### config.mk
export PLATFORM = sky130hd
export DESIGN_NAME = approx_seq_divider
export DESIGN_NICKNAME = d
export VERILOG_FILES = /design/src/rtl/approx_div_pkg.sv /design/src/rtl/approx_div_row.sv /design/src/rtl/approx_seq_divider.sv
export SDC_FILE = /design/constraint.sdc
export NUM_CORES = 1
export LEC_CHECK = 0
export CORE_AREA = 2 2 115 84
export DETAILED_ROUTE_END_ITERATION = 12
export DIE_AREA = 0 0 117 86
export GPL_TIMING_DRIVEN = 1
export HOLD_SLACK_MARGIN = 0.03
export PLACE_DENSITY = 0.62
export SYNTH_ARGS = -nofsm -noshare
export SYNTH_HDL_FRONTEND = slang
export SYNTH_SLANG_ARGS = --single-unit
### constraint.sdc
create_clock -name clk -period 5.1 [get_ports clk]
set_clock_uncertainty 0.1 [all_clocks]
set_input_delay 0.51 -clock clk [delete_from_list [all_inputs] [get_ports clk]]
set_output_delay 0.51 -clock clk [all_outputs]
set_load 0.05 [all_outputs]
### src/rtl/approx_div_pkg.sv
// rtl/approx_div_pkg.sv - shared types, defaults and cell-select mask helper for the approximate divider
package approx_div_pkg;

  localparam int DW_DEFAULT         = 8;
  localparam int APPROX_MAX_DEFAULT = 7;
  // Width of the mask helper's return value; callers slice off their DW low bits (DW <= MASK_W-1).
  localparam int MASK_W             = 64;

  typedef enum logic [1:0] {
    IDLE = 2'd0,
    RUN  = 2'd1,
    DONE = 2'd2
  } state_t;

  // Bit i set when cell i of this row is an approximate cell: the row uses min(row, amax) of them.
  function automatic logic [MASK_W-1:0] approx_mask(input int row, input logic en, input int amax);
    logic [MASK_W-1:0] m;
    int lim;
    lim = (row < amax) ? row : amax;
    m = '0;
    for (int i = 0; i < MASK_W; i++) begin
      m[i] = en & (i < lim);
    end
    return m;
  endfunction

endpackage

### src/rtl/approx_div_row.sv
// rtl/approx_div_row.sv - one restoring subtractor row built from exact and approximate borrow cells
module approx_div_row #(
  parameter int DW = 8
) (
  input  logic [DW:0]   x,
  input  logic [DW-1:0] y,
  input  logic [DW-1:0] mask,
  output logic          qs,
  output logic [DW-1:0] rout
);

  // b[i] is the borrow into cell i; b[DW] is the borrow out of the MSB cell
  logic [DW:0] b;

  // Ripple the borrow chain, each cell exact or approximate according to mask
  always_comb begin
    b    = '0;
    b[0] = 1'b0;
    for (int i = 0; i < DW; i++) begin
      if (mask[i]) begin
        b[i+1] = b[i] & (y[i] | ~x[i]);
      end else begin
        b[i+1] = (~x[i] & b[i]) | (~x[i] & y[i]) | (y[i] & b[i]);
      end
    end
  end

  // A set x[DW] means the partial remainder already exceeds any DW-bit divisor
  assign qs = ~b[DW] | x[DW];

  // Restore (keep x) or take the difference bit, per cell type
  always_comb begin
    rout = '0;
    for (int i = 0; i < DW; i++) begin
      if (mask[i]) begin
        rout[i] = x[i] | (qs & (y[i] ^ b[i]));
      end else begin
        rout[i] = qs ? (x[i] ^ y[i] ^ b[i]) : x[i];
      end
    end
  end

endmodule

### src/rtl/approx_seq_divider.sv
// rtl/approx_seq_divider.sv - sequential approximate restoring divider; APPROX_DIV_ERR_MON_EN adds an exact shadow row and error outputs
module approx_seq_divider
  import approx_div_pkg::*;
#(
  parameter int DW         = DW_DEFAULT,
  parameter int APPROX_MAX = APPROX_MAX_DEFAULT
) (
  input  logic            clk,
  input  logic            rst,
  input  logic            in_valid,
  output logic            in_ready,
  input  logic [2*DW-1:0] dividend,
  input  logic [DW-1:0]   divisor,
  input  logic            approx_en,
  output logic            out_valid,
  input  logic            out_ready,
  output logic [DW-1:0]   quotient,
  output logic [DW-1:0]   remainder,
  output logic            dbz,
  output logic            ovf
`ifdef APPROX_DIV_ERR_MON_EN
  ,
  output logic [DW-1:0]   exact_quotient,
  output logic [DW-1:0]   exact_remainder,
  output logic [DW-1:0]   q_err
`endif
);

  localparam int CW = $clog2(DW);
  localparam logic [CW-1:0] LAST_ROW = CW'(DW - 1);

  state_t state_q, state_d;

  logic [DW:0]   x_q;      // partial remainder fed to the row
  logic [DW-1:0] lo_q;     // dividend bits still to be shifted in, MSB first
  logic [DW-1:0] y_q;
  logic [CW-1:0] row_q;
  logic          approx_q;
  logic [DW-1:0] quot_q;
  logic [DW-1:0] rem_q;
  logic          dbz_q;
  logic          ovf_q;

  logic [MASK_W-1:0] mask_full;
  logic [DW-1:0]     mask;
  logic              unused_mask_hi;
  logic              qs;
  logic [DW-1:0]     rout;

  assign mask_full      = approx_mask(int'(row_q), approx_q, APPROX_MAX);
  assign mask           = mask_full[DW-1:0];
  assign unused_mask_hi = ^mask_full[MASK_W-1:DW];

  approx_div_row #(.DW(DW)) u_row (
    .x    (x_q),
    .y    (y_q),
    .mask (mask),
    .qs   (qs),
    .rout (rout)
  );

  // State register
  always_ff @(posedge clk) begin
    if (rst) begin
      state_q <= IDLE;
    end else begin
      state_q <= state_d;
    end
  end

  // Next-state: divide-by-zero skips RUN, last row finishes, handshake frees DONE
  always_comb begin
    state_d = state_q;
    case (state_q)
      IDLE: if (in_valid) state_d = (divisor == '0) ? DONE : RUN;
      RUN:  if (row_q == LAST_ROW) state_d = DONE;
      DONE: if (out_ready) state_d = IDLE;
      default: state_d = IDLE;
    endcase
  end

  // Handshake outputs decoded from the state
  always_comb begin
    in_ready  = (state_q == IDLE) & ~rst;
    out_valid = (state_q == DONE);
  end

  // Operand capture and one quotient bit per RUN cycle
  always_ff @(posedge clk) begin
    if (rst) begin
      x_q      <= '0;
      lo_q     <= '0;
      y_q      <= '0;
      row_q    <= '0;
      approx_q <= 1'b0;
      quot_q   <= '0;
      rem_q    <= '0;
      dbz_q    <= 1'b0;
      ovf_q    <= 1'b0;
    end else begin
      case (state_q)
        IDLE: begin
          if (in_valid) begin
            x_q      <= dividend[2*DW-1:DW-1];
            lo_q     <= {dividend[DW-2:0], 1'b0};
            y_q      <= divisor;
            row_q    <= '0;
            approx_q <= approx_en;
            ovf_q    <= (dividend[2*DW-1:DW] >= divisor);
            dbz_q    <= (divisor == '0);
            if (divisor == '0) begin
              quot_q <= '1;
              rem_q  <= dividend[DW-1:0];
            end
          end
        end
        RUN: begin
          quot_q <= {quot_q[DW-2:0], qs};
          if (row_q != LAST_ROW) begin
            x_q   <= {rout, lo_q[DW-1]};
            lo_q  <= {lo_q[DW-2:0], 1'b0};
            row_q <= row_q + 1'b1;
          end else begin
            rem_q <= rout;
          end
        end
        default: ;
      endcase
    end
  end

  assign quotient  = quot_q;
  assign remainder = rem_q;
  assign dbz       = dbz_q;
  assign ovf       = ovf_q;

`ifdef APPROX_DIV_ERR_MON_EN
  logic [DW:0]   xe_q;
  logic [DW-1:0] eq_q;
  logic [DW-1:0] er_q;
  logic          qs_e;
  logic [DW-1:0] rout_e;

  approx_div_row #(.DW(DW)) u_row_exact (
    .x    (xe_q),
    .y    (y_q),
    .mask ({DW{1'b0}}),
    .qs   (qs_e),
    .rout (rout_e)
  );

  // Shadow exact division stepped in lock-step with the main row
  always_ff @(posedge clk) begin
    if (rst) begin
      xe_q <= '0;
      eq_q <= '0;
      er_q <= '0;
    end else begin
      case (state_q)
        IDLE: begin
          if (in_valid) begin
            xe_q <= dividend[2*DW-1:DW-1];
            if (divisor == '0) begin
              eq_q <= '1;
              er_q <= dividend[DW-1:0];
            end
          end
        end
        RUN: begin
          eq_q <= {eq_q[DW-2:0], qs_e};
          if (row_q != LAST_ROW) begin
            xe_q <= {rout_e, lo_q[DW-1]};
          end else begin
            er_q <= rout_e;
          end
        end
        default: ;
      endcase
    end
  end

  assign exact_quotient  = eq_q;
  assign exact_remainder = er_q;
  assign q_err           = (quot_q >= eq_q) ? (quot_q - eq_q) : (eq_q - quot_q);
`endif

endmodule
## Word level (Yosys, flattened, before mapping)

Index checks and enable logic that the tools add are counted.

- Equal/unequal tests: 10
- $lt $le $gt $ge: 10
- Mux-type cells: 46
- Add/sub/neg operators: 1
- Bitwise gates (word level): 108
- Reduce and logical (&&, ||, !) cells: 8

Operator list:

| cell | number |
|---|---|
| 2-to-1 mux 8 bit | 7 |
| one-hot mux 8 bit (2 select lines) | 3 |
| AND 1 bit | 46 |
| bitwise OR 1 bit | 30 |
| 2-to-1 mux 1 bit | 24 |
| XOR 1 bit | 22 |
| 2-to-1 mux 9 bit | 2 |
| one-hot mux 9 bit (2 select lines) | 1 |
| < comparator 3 bit (first input constant) | 4 |
| inequality test 2 bit (second input constant) | 5 |
| inverter 1 bit | 10 |
| 2-to-1 mux 3 bit | 3 |
| AND reduction 3 bit | 3 |
| greater-or-equal comparator 8 bit | 1 |
| logical NOT 8 bit | 1 |
| 2-to-1 mux 2 bit | 4 |
| < comparator 1 x 3 -> 1 bit (first input constant) | 2 |
| < comparator 2 x 3 -> 1 bit (first input constant) | 2 |
| one-hot mux 2 bit (3 select lines) | 1 |
| one-hot mux 3 bit (2 select lines) | 1 |
| AND reduction 4 bit | 1 |
| adder 3 x 1 -> 3 bit (second input constant) | 1 |
| equality test 3 bit (second input constant) | 1 |
| < comparator 3 bit (second input constant) | 1 |
| other kinds (7) | 7 |

- Register bits after elaboration: 49
- Word-level logic and storage cells: 193

## Depth between registers and ports, before layout

Gate-level depths: netlist of the first run.

- Word-level depth: 40
- Mapped depth: 22
- Mapped depth without buffers: 20

## Hierarchy

A second synthesis of the first run with hierarchy kept.

- Cell total of the unflattened synthesis: 362
- Area total of the unflattened synthesis: 3150.5 µm²

By module, submodules not included:

| module | cells an instance | times used | area each (µm²) |
|---|---|---|---|
| approx_seq_divider | 251 | 1 | 2269.7 |
| approx_div_row | 111 | 1 | 880.8 |

## Worst setup path before layout of the first run

Ideal clock, no wire load.

- Kind: register to register
- Start: register row_q[2]
- End: register rem_q[7] (netlist: remainder[7])
- Buffers on the path: 2
- Setup slack: -0.037 ns
- Library setup time: 0.132 ns
- Data required time: 4.868 ns
- Clock period less this slack: 5.137 ns
- Cell stages (with the launch flop): 22
- Arrival time: 4.905 ns
- Cells stage by stage: dfxtp_1 clkbuf_1 o31ai_1 and2_1 fa_1 and2_1 fa_1 a21boi_0 fa_1 and2_1 fa_1 and2_1 fa_1 and2_1 fa_1 nand2_1 fa_1 or2_1 clkbuf_2 mux2_2 o211ai_2 a21oi_1

- Cells in the longest elaborated chain, start to end: 40
- Elaborated cells between the ends (all ways): 74

RTL lines:

| element | RTL line | source |
|---|---|---|
| from (decl) | approx_seq_divider.sv:37 | `logic [CW-1:0] row_q;` |
| from (signal assigned) | approx_seq_divider.sv:122 | `row_q <= row_q + 1'b1;` |
| < comparator 3 bit | approx_div_pkg.sv:19 | `lim = (row < amax) ? row : amax;` |
| 2-to-1 mux 3 bit | approx_div_pkg.sv:19 |  |
| < comparator 1 x 3 -> 1 bit | approx_div_pkg.sv:22 | `m[i] = en & (i < lim);` |
| AND 1 bit | approx_div_pkg.sv:22 |  |
| 2-to-1 mux 1 bit | approx_div_row.sv:20 | `if (mask[i]) begin` |
| AND 1 bit | approx_div_row.sv:23 | `b[i+1] = (~x[i] & b[i]) \| (~x[i] & y[i]) \| (y[i] & b[i]);` |
| bitwise OR 1 bit (2 in series) | approx_div_row.sv:23 |  |
| 2-to-1 mux 1 bit | approx_div_row.sv:20 |  |
| (+23 left out) | n/a |  |
| 2-to-1 mux 1 bit | approx_div_row.sv:20 |  |
| inverter 1 bit | approx_div_row.sv:29 | `assign qs = ~b[DW] \| x[DW];` |
| bitwise OR 1 bit | approx_div_row.sv:29 |  |
| AND 1 bit | approx_div_row.sv:36 | `rout[i] = x[i] \| (qs & (y[i] ^ b[i]));` |
| bitwise OR 1 bit | approx_div_row.sv:36 |  |
| 2-to-1 mux 1 bit | approx_div_row.sv:35 | `if (mask[i]) begin` |
| 2-to-1 mux 8 bit | approx_seq_divider.sv:119 | `if (row_q != LAST_ROW) begin` |
| one-hot mux 8 bit (2 select lines) | approx_seq_divider.sv:101 | `case (state_q)` |
| to (signal assigned) | approx_seq_divider.sv:113 | `rem_q <= dividend[DW-1:0];` |
| to (signal assigned) | approx_seq_divider.sv:124 | `rem_q <= rout;` |
| to (decl) | approx_seq_divider.sv:40 | `logic [DW-1:0] rem_q;` |

Several ways; a longest one is shown, not always the timed one. The select of a mux whose other input is x is not followed.
A chain may end at the register's enable or synchronous reset.

## Worst setup path after layout of the first run

- Start: register x_q[0]
- End: register rem_q[7] (netlist: remainder[7])

- Cells in the longest elaborated chain, start to end: 38
- Elaborated cells between the ends (all ways): 55

RTL lines:

| element | RTL line | source |
|---|---|---|
| from (decl) | approx_seq_divider.sv:34 | `logic [DW:0] x_q;` |
| from (signal assigned) | approx_seq_divider.sv:104 | `x_q <= dividend[2*DW-1:DW-1];` |
| from (signal assigned) | approx_seq_divider.sv:120 | `x_q <= {rout, lo_q[DW-1]};` |
| inverter 1 bit (*) | n/a |  |
| AND 1 bit (*) | approx_div_row.sv:23 |  |
| 2-to-1 mux 1 bit (*) | approx_div_row.sv:20 |  |
| AND 1 bit | approx_div_row.sv:23 |  |
| bitwise OR 1 bit (2 in series) | approx_div_row.sv:23 |  |
| 2-to-1 mux 1 bit (*) | approx_div_row.sv:20 |  |
| AND 1 bit | approx_div_row.sv:23 |  |
| bitwise OR 1 bit (2 in series) | approx_div_row.sv:23 |  |
| (+20 left out) | n/a |  |
| 2-to-1 mux 1 bit | approx_div_row.sv:20 |  |
| inverter 1 bit | approx_div_row.sv:29 |  |
| bitwise OR 1 bit | approx_div_row.sv:29 |  |
| AND 1 bit | approx_div_row.sv:36 |  |
| bitwise OR 1 bit | approx_div_row.sv:36 |  |
| 2-to-1 mux 1 bit (*) | approx_div_row.sv:35 |  |
| 2-to-1 mux 8 bit (*) | approx_seq_divider.sv:119 |  |
| one-hot mux 8 bit (2 select lines) (*) | approx_seq_divider.sv:101 |  |

Mark *: on every way between the ends. The rest lies on a longest branch, timed or not. The select of a mux whose other input is x is not followed.

==> results of run 1 <==
[cells by family after synthesis]
| kind of cell | Yosys count | synth area share |
|---|---|---|
| adders and majority gates | 24 | 0.135 |
| muxes | 2 | 0.00815 |
| buffers and inverters | 39 | 0.0714 |
| AOI/OAI and AO/OA | 97 | 0.261 |
| and+or+nand+nor | 85 | 0.156 |
| DFF | 48 | 0.368 |
[per-layer routing]
metal,routed length [um],global-route usage,share of wire
met5,0,0,0
met3,403,0.0332,0.056
met2,3130,0.221,0.43
met1,3690,0.232,0.51
met4,15,0.0246,0.0021
[worst register-to-register path, cell delays in order (launching register included)]
cell and delay, ps:
dfxtp_2 330, inv_1 40, ha_1 170, and2_4 150
fa_1 360, and2_4 150, fa_1 360, a21boi_4 150
fa_1 360, and2_4 150, fa_1 360, and2_4 150
fa_1 420, and2_4 160, fa_2 370, nand2_2 90
fa_2 440, mux2_2 290, o211ai_2 140, a21oi_1 80
[final timing paths]
kind                              from            to  depth (start not counted)
worst max register to register  x_q[0]  remainder[7]                         19
worst max-delay path            x_q[0]  remainder[7]                         19
worst min register to register     dbz           dbz                          2
worst min-delay path               dbz           dbz                          2
[synth_stat cells (all sizes together), types with 7 or more instances]
cell type  number
inv            20
clkbuf         10
o221a           8
a311oi          8
a21oi          25
nand2          40
ha             17
nor2           20
a31oi          14
fa              7
dfxtp          48
buf             9
o21ai          16
[final cells by class]
| type | count | area [um^2] |
|---|---|---|
| clock buffers | 5 | 125 |
| clock inverters | 3 | 23.8 |
| fillers | 892 | 5380 |
| inverters | 20 | 75.1 |
| multi-input cells | 208 | 1550 |
| flip-flops and latches | 48 | 962 |
| well taps | 124 | 155 |
| repair buffers | 65 | 621 |
[registers in the layout, summed over array words and instances (netlist names)]
register   flops
quotient       8
row_q          3
remainder      8
lo_q           7
x_q            9
state_q        2
y_q            8
dbz            1
approx_q       1
ovf            1
[metrics by stage]
| stage | hold slack, ps | setup WS [ps] | std cells | TNS [ps] | cell area, um^2 |
|---|---|---|---|---|---|
| detailed placement | 352 | -141 | 464 | -1050 | 3270 |
| finish | 364 | 161 | 473 | 0 | 3510 |
| global route | 393 | -7.81 | 473 | -10.5 | 3510 |
| CTS | 369 | 12.7 | 472 | 0 | 3430 |
| global placement | 349 | 15.0 | 464 | 0 | 3270 |
| floorplan | 336 | 70.5 | 295 | 0 | 2610 |
[where the power goes]
part / switching, uW / leakage [uW] / internal (uW)
registers: 20.8 / 0.000394 / 402
logic: 159 / 0.000916 / 132
clock network: 148 / 0.0000660 / 183
total: 327 / 0.00138 / 717
[timing repair]
item	4_1_cts	5_1_grt
endpoints found under the hold margin	0	0
pin swaps	1	6
gates cloned	0	0
gates resized for setup	7	17
buffers inserted	0	1
setup endpoints to repair	16	16
==> impl_results.md, run 1 <==
* First-pass DRT Iterations at 4
* Post-synth top area cell: dfxtp_1
* Die X at 117 um
* Vias at 2,333
* Number of synthesized flops with an enable pin at 0
* R2R Setup Slk at 160 ps
* Max FO, Critical Path at 2
* VDD IR max at 0.179 mV
* CP max stage delay at 440 ps
* Largest net degree at the start of global routing at 36
* CTS tree: built
* DR WL/cell at 15.3 um
* Drt drc at 0
* Post-route clock period utilization at 0.968
* Remaining Overflow, GRT at 0
* Mapped Cells at 295
* Crit. End Element: register
* CP required at 5160 ps
* Pwr Total at 1040 uW
* Synth top area share at 0.368
* GRT Overall Usage at 0.152
* Final Hold Fails at 0
* Part of the Yosys area used for sequential elements at 0.368
* Layout cell share with drive strength beyond 1 at 0.183
* Critical Path Start Type: register
* Critical setup path kind: register to register
* Final min period at 4940 ps
* Die height at 86 um
* Num rows at 29
* Area delta synth->final at 34.4%
* Vias per cell at 4.93
* Ys async rst share at 0
* Final nets at 401
* N_diodes at 0
* Top FF cell, synth: dfxtp_1
* Crit path arrival time at 5000 ps
* YS warnings at 0
* Initial antenna violation count at 0
* Clk buf depth at 2
* Cell family with most CP delay: adder cells
* CTS H-tree depth at 2
* Mapped Area at 0.00261 mm^2
* Syn_nets at 348
* Layout Utilization at 0.395
* Commonest non-fill, non-tap cell in the layout: clkdlybuf4s50_1
* Final count of negative-setup-slack endpoints at 0
* Run status: finished, final reports clean
* Power density cells at 298 mW/mm^2
* Root Buffer: clkbuf_16
* First-pass GRT wire length at 12.0 mm
* Fmax achieved at 202 MHz
* Initial core utilization at 0.294
* Slew HR at 0.339
* Clk_lat worst skew at 290 ps
* Top post-synthesis cells by area: dfxtp_1 37%, ha_1 8.1%, nand2_1 5.8%
* Clock-pin slew on the worst setup and hold paths at 70 ps
* Routability cong. at 0.831
* First DRT Iteration DRCs at 177
* Post-DRT Antenna Nets at 0
* Worst-margin pin slew at 990 ps
* Port Buffer Count at 48
* Sink Count at 48
* Post-DP HPWL at 5.41 mm
* CORE AREA at 0.00889 mm^2
* Vias in the first global route at 2,292
* Final Max Slew Viols at 0
* Final WL at 7.25 mm
* Max Cap Violations at 0
* CTS Hold Bufs at 0
* Worst hold path type: register to register
* Sequence of cells on the critical path: inv_1 > ha_1 > and2_4 > fa_1 > and2_4 > fa_1 > a21boi_4 > fa_1 > and2_4 > fa_1 > and2_4 > fa_1 > and2_4 > fa_2 > nand2_2 > fa_2 > mux2_2 > o211ai_2 > a21oi_1
* Die ar. at 0.0101 mm^2
* P_leak at 0.00138 uW
* Syn Area/Cell at 8.85 um^2
* Num CTS Buffers at 5
* Top Ports at 49
* Crit-path slowest cell: fa_2
* Most frequent cells in the layout: 48 x clkdlybuf4s50_1, 47 x dfxtp_1, 39 x nand2_1
* Post-synth cell types at 47
* #FFs+latches synth at 48
* Buffers & Inverters on Critical Path at 1
No activity file was read; power rests on OpenSTA's default activity.
==> run 2: changes to the inputs <==
--- a/config.mk
+++ b/config.mk
@@ -5,12 +5,13 @@
 export SDC_FILE = /design/constraint.sdc
 export NUM_CORES = 1
 export LEC_CHECK = 0
-export CORE_AREA = 2 2 115 84
+export ABC_AREA = 1
+export CORE_AREA = 2 2 120 87
 export DETAILED_ROUTE_END_ITERATION = 12
-export DIE_AREA = 0 0 117 86
+export DIE_AREA = 0 0 122 89
 export GPL_TIMING_DRIVEN = 1
 export HOLD_SLACK_MARGIN = 0.03
-export PLACE_DENSITY = 0.62
+export PLACE_DENSITY = 0.61
 export SYNTH_ARGS = -nofsm -noshare
 export SYNTH_HDL_FRONTEND = slang
 export SYNTH_SLANG_ARGS = --single-unit
==> run 2 against run 1 <==
  * Final cell count up 24%
  * Clock-buffer cell count increased by 1
  * Worst setup slack better by 190 ps
  * Register-to-register slack improved by 190 ps
  * Via count is 16% higher
  * Core utilization fell by 1.6 points
  * Synthesized cell count rose by 40%
  * First-iteration DRC count decreased by 33%
  * Sequential power rose by 12%
  * Critical path type unchanged
  * Routed wire length up 5.5%
  * Maximum frequency rose by 4.0%
==> impl_results.md, run 2 <==
* Initial core utilization at 0.297 (+0.00379)
* Commonest non-fill, non-tap cell in the layout: nand2_1
* First-pass DRT Iterations at 4 (unchanged)
* Post-synth cell types at 27 (-43%)
* YS warnings at 0 (unchanged)
* Final Max Slew Viols at 0 (unchanged)
* Switching pwr at 542 uW (+65%)
* Num rows at 30 (+3.4%)
* Comb pwr share at 0.399 (+0.120)
* Synth top area share at 0.338 (-0.0306)
* Clock-pin slew on the worst setup and hold paths at 70 ps (about the same)
* Vias per cell at 4.63 (-6.2%)
* CP required at 5180 ps (+20 ps)
* Root Buffer: clkbuf_16
* GRT Overall Usage at 0.150 (-0.00214)
* Clk buf depth at 2 (unchanged)
* Drt drc at 0 (unchanged)
* Run status: finished, final reports clean
* First-pass GRT wire length at 12.8 mm (+7.0%)
* Post-DP HPWL at 5.87 mm (+8.4%)
* First DRT Iteration DRCs at 118 (-33%)
* Top Ports at 49 (unchanged)
* Top FF cell, synth: dfxtp_1
* Critical path's most frequent cell: inv_1
* RSZ-0062 raised after global routing: false
* Final WL at 7.65 mm (+5.5%)
* Part of the Yosys area used for sequential elements at 0.338 (-0.0306)
* Critical setup path kind: register to register
* Final min period at 4750 ps (-188 ps)
* CP startpoint: approx_q
* Critical Path Start Type: register
* Int Pwr at 819 uW (+14%)
* Syn Area/Cell at 6.88 um^2 (-22%)
* Final Hold Fails at 0 (unchanged)
* Filler Cell Count at 1,038 (+16%)
* Worst-margin pin slew at 521 ps (-469 ps)
* Ys async rst share at 0 (unchanged)
* Sink Count at 48 (unchanged)
* Crit path arrival time at 4830 ps (-170 ps)
* CP max stage delay at 430 ps (about the same)
* Largest Register: x_q
* N_diodes at 0 (unchanged)
* VDD IR max at 0.169 mV (-5.4%)
* Crit. End Element: register
* Top post-synthesis cells by area: dfxtp_1 34%, nand2_1 14%, inv_1 8.4%
* Num CTS Buffers at 5 (unchanged)
* Die ar. at 0.0109 mm^2 (+7.9%)
* Layout Utilization at 0.378 (-0.0163)
* Vias in the first global route at 2,561 (+12%)
* Largest register FFs at 9 (unchanged)
* Final count of negative-setup-slack endpoints at 0 (unchanged)
* Mapped Cells at 414 (+40%)
* CTS tree: built
* Die height at 89 um (+3.5%)
* Fmax achieved at 210 MHz (+4.0%)
* Port Buffer Count at 48 (unchanged)
* Worst hold path type: register to register
* Min-delay src: quotient[7]
* Sequential Power Share at 0.349 (-0.056)
* DR WL/cell at 13.0 um (-15%)
* #FFs+latches synth at 48 (unchanged)
* Clock network power share at 0.252 (-0.064)
* Layout cell share with drive strength beyond 1 at 0.0852 (-0.0982)
* Vias at 2,712 (+16%)
* P_leak at 0.00161 uW (+17%)
* Max FO, Critical Path at 5 (+3)
* Synth top cells by count: 106 x nand2_1, 64 x inv_1, 48 x dfxtp_1, 43 x a21oi_1, 39 x nor2_1
* CTS H-tree depth at 2 (unchanged)
* Most common cell in the netlist: nand2_1
* Max Cap Violations at 0 (unchanged)
* Pwr Total at 1360 uW (+30%)
* Post-DRT Antenna Nets at 0 (unchanged)
* CORE AREA at 0.00957 mm^2 (+7.7%)
* Mapped Area at 0.00285 mm^2 (+9.1%)
* Reg-to-Reg Start: approx_q
* Area delta synth->final at 27.2%
* Post-route clock period utilization at 0.932 (-0.0369)
* Remaining Overflow, GRT at 0 (unchanged)
* Smallest hold slack at 353 ps (-11.7 ps)
* Slew HR at 0.651 (+0.313)
* R2R Setup Slk at 350 ps (+190 ps)
* Post-synth top area cell: dfxtp_1
* Die X at 122 um (+4.3%)
* Final nets at 510 (+27%)
* Crit-path slowest cell: fa_2
* Largest net degree at the start of global routing at 34 (-5.6%)
* Routability cong. at 0.863 (+3.9%)
* Number of synthesized flops with an enable pin at 0 (unchanged)
* Switching Fraction at 0.398 (+0.0844)
* Clk_lat worst skew at 290 ps (about the same)
* Power density cells at 376 mW/mm^2 (+26%)
* Syn_nets at 467 (+34%)
* Most frequent cells in the layout: 104 x nand2_1, 63 x inv_1, 48 x clkdlybuf4s50_1
* Initial antenna violation count at 0 (unchanged)
run 2: routing by layer:
metal	track usage	wire length [um]	up-vias
met3	0.0344	471	7
met4	0.0251	40	0
met1	0.219	3980	1253
met5	0	0	-
met2	0.228	3160	59
li1	-	-	1393
run 2: worst paths after layout:
check / to / depth (start not counted)
setup / recovery: remainder[7] / 28
hold / removal: quotient[7] / 2
setup reg to reg: remainder[7] / 28
hold reg to reg: quotient[7] / 2
run 2: final cells by class:
| type | instances | area, um^2 | area share |
|---|---|---|---|
| Multi-Input combinational cell | 282 | 1570 | 0.433 |
| Sequential cell | 48 | 970 | 0.268 |
| Timing Repair Buffer | 51 | 503 | 0.139 |
| Inverter | 69 | 267 | 0.0736 |
| Tap cell | 128 | 160 | 0.0442 |
| Clock buffer | 6 | 139 | 0.0384 |
| Clock inverter | 2 | 15.0 | 0.00415 |
run 2: critical path: cells and delay by family (launching register included):
family                     cells  cell delay, ps
AOI/OAI and AO/OA              2             200
adders and majority gates      7            2630
buffers and inverters          7             490
DFF                            1             370
and+or+nand+nor               12             840
run 2: power groups by stage:
stage / Clock (uW) / Sequential, uW / Combinational, uW
floorplan: 0 / 541 / 312
global placement: 0 / 479 / 507
detailed placement: 0 / 480 / 514
CTS: 347 / 473 / 519
global route: 361 / 482 / 614
finish: 343 / 475 / 543
run 2: metrics by stage:
step | setup slack (ps) | setup TNS (ps) | instances | cell area, um^2
4_1_cts | 3.48 | 0 | 584 | 3560
2_1_floorplan | 498 | 0 | 414 | 2850
3_3_place_gp | 20.2 | 0 | 576 | 3400
6_report | 349 | 0 | 586 | 3620
3_5_place_dp | -59.2 | -98.6 | 576 | 3400
5_1_grt | 9.72 | 0 | 586 | 3620
run 2: cell families (layout without fill, tap and decap cells):
family,after synthesis,in the layout,synth area share
and+or+nand+nor,162,162,0.236
AOI/OAI and AO/OA,96,96,0.176
buffers and inverters,84,128,0.126
DFF,48,48,0.338
adders and majority gates,24,24,0.124
run 2: repair_timing:
item                                    in CTS  in global routing
pin swaps                                    0                  3
setup buffers                                0                  2
hold buffers                                 0                  0
endpoints found under the hold margin        0                  0
gates resized for setup                      1                 18
cloned                                       0                  0
endpoints found under the setup margin       2                 17
==> run 3: changes to the inputs <==
--- a/config.mk
+++ b/config.mk
@@ -15,3 +15,4 @@
 export SYNTH_ARGS = -nofsm -noshare
 export SYNTH_HDL_FRONTEND = slang
 export SYNTH_SLANG_ARGS = --single-unit
+export TNS_END_PERCENT = 10
==> results of run 3 <==
The final DEF is identical to that of run 2; final timing and power are the same.
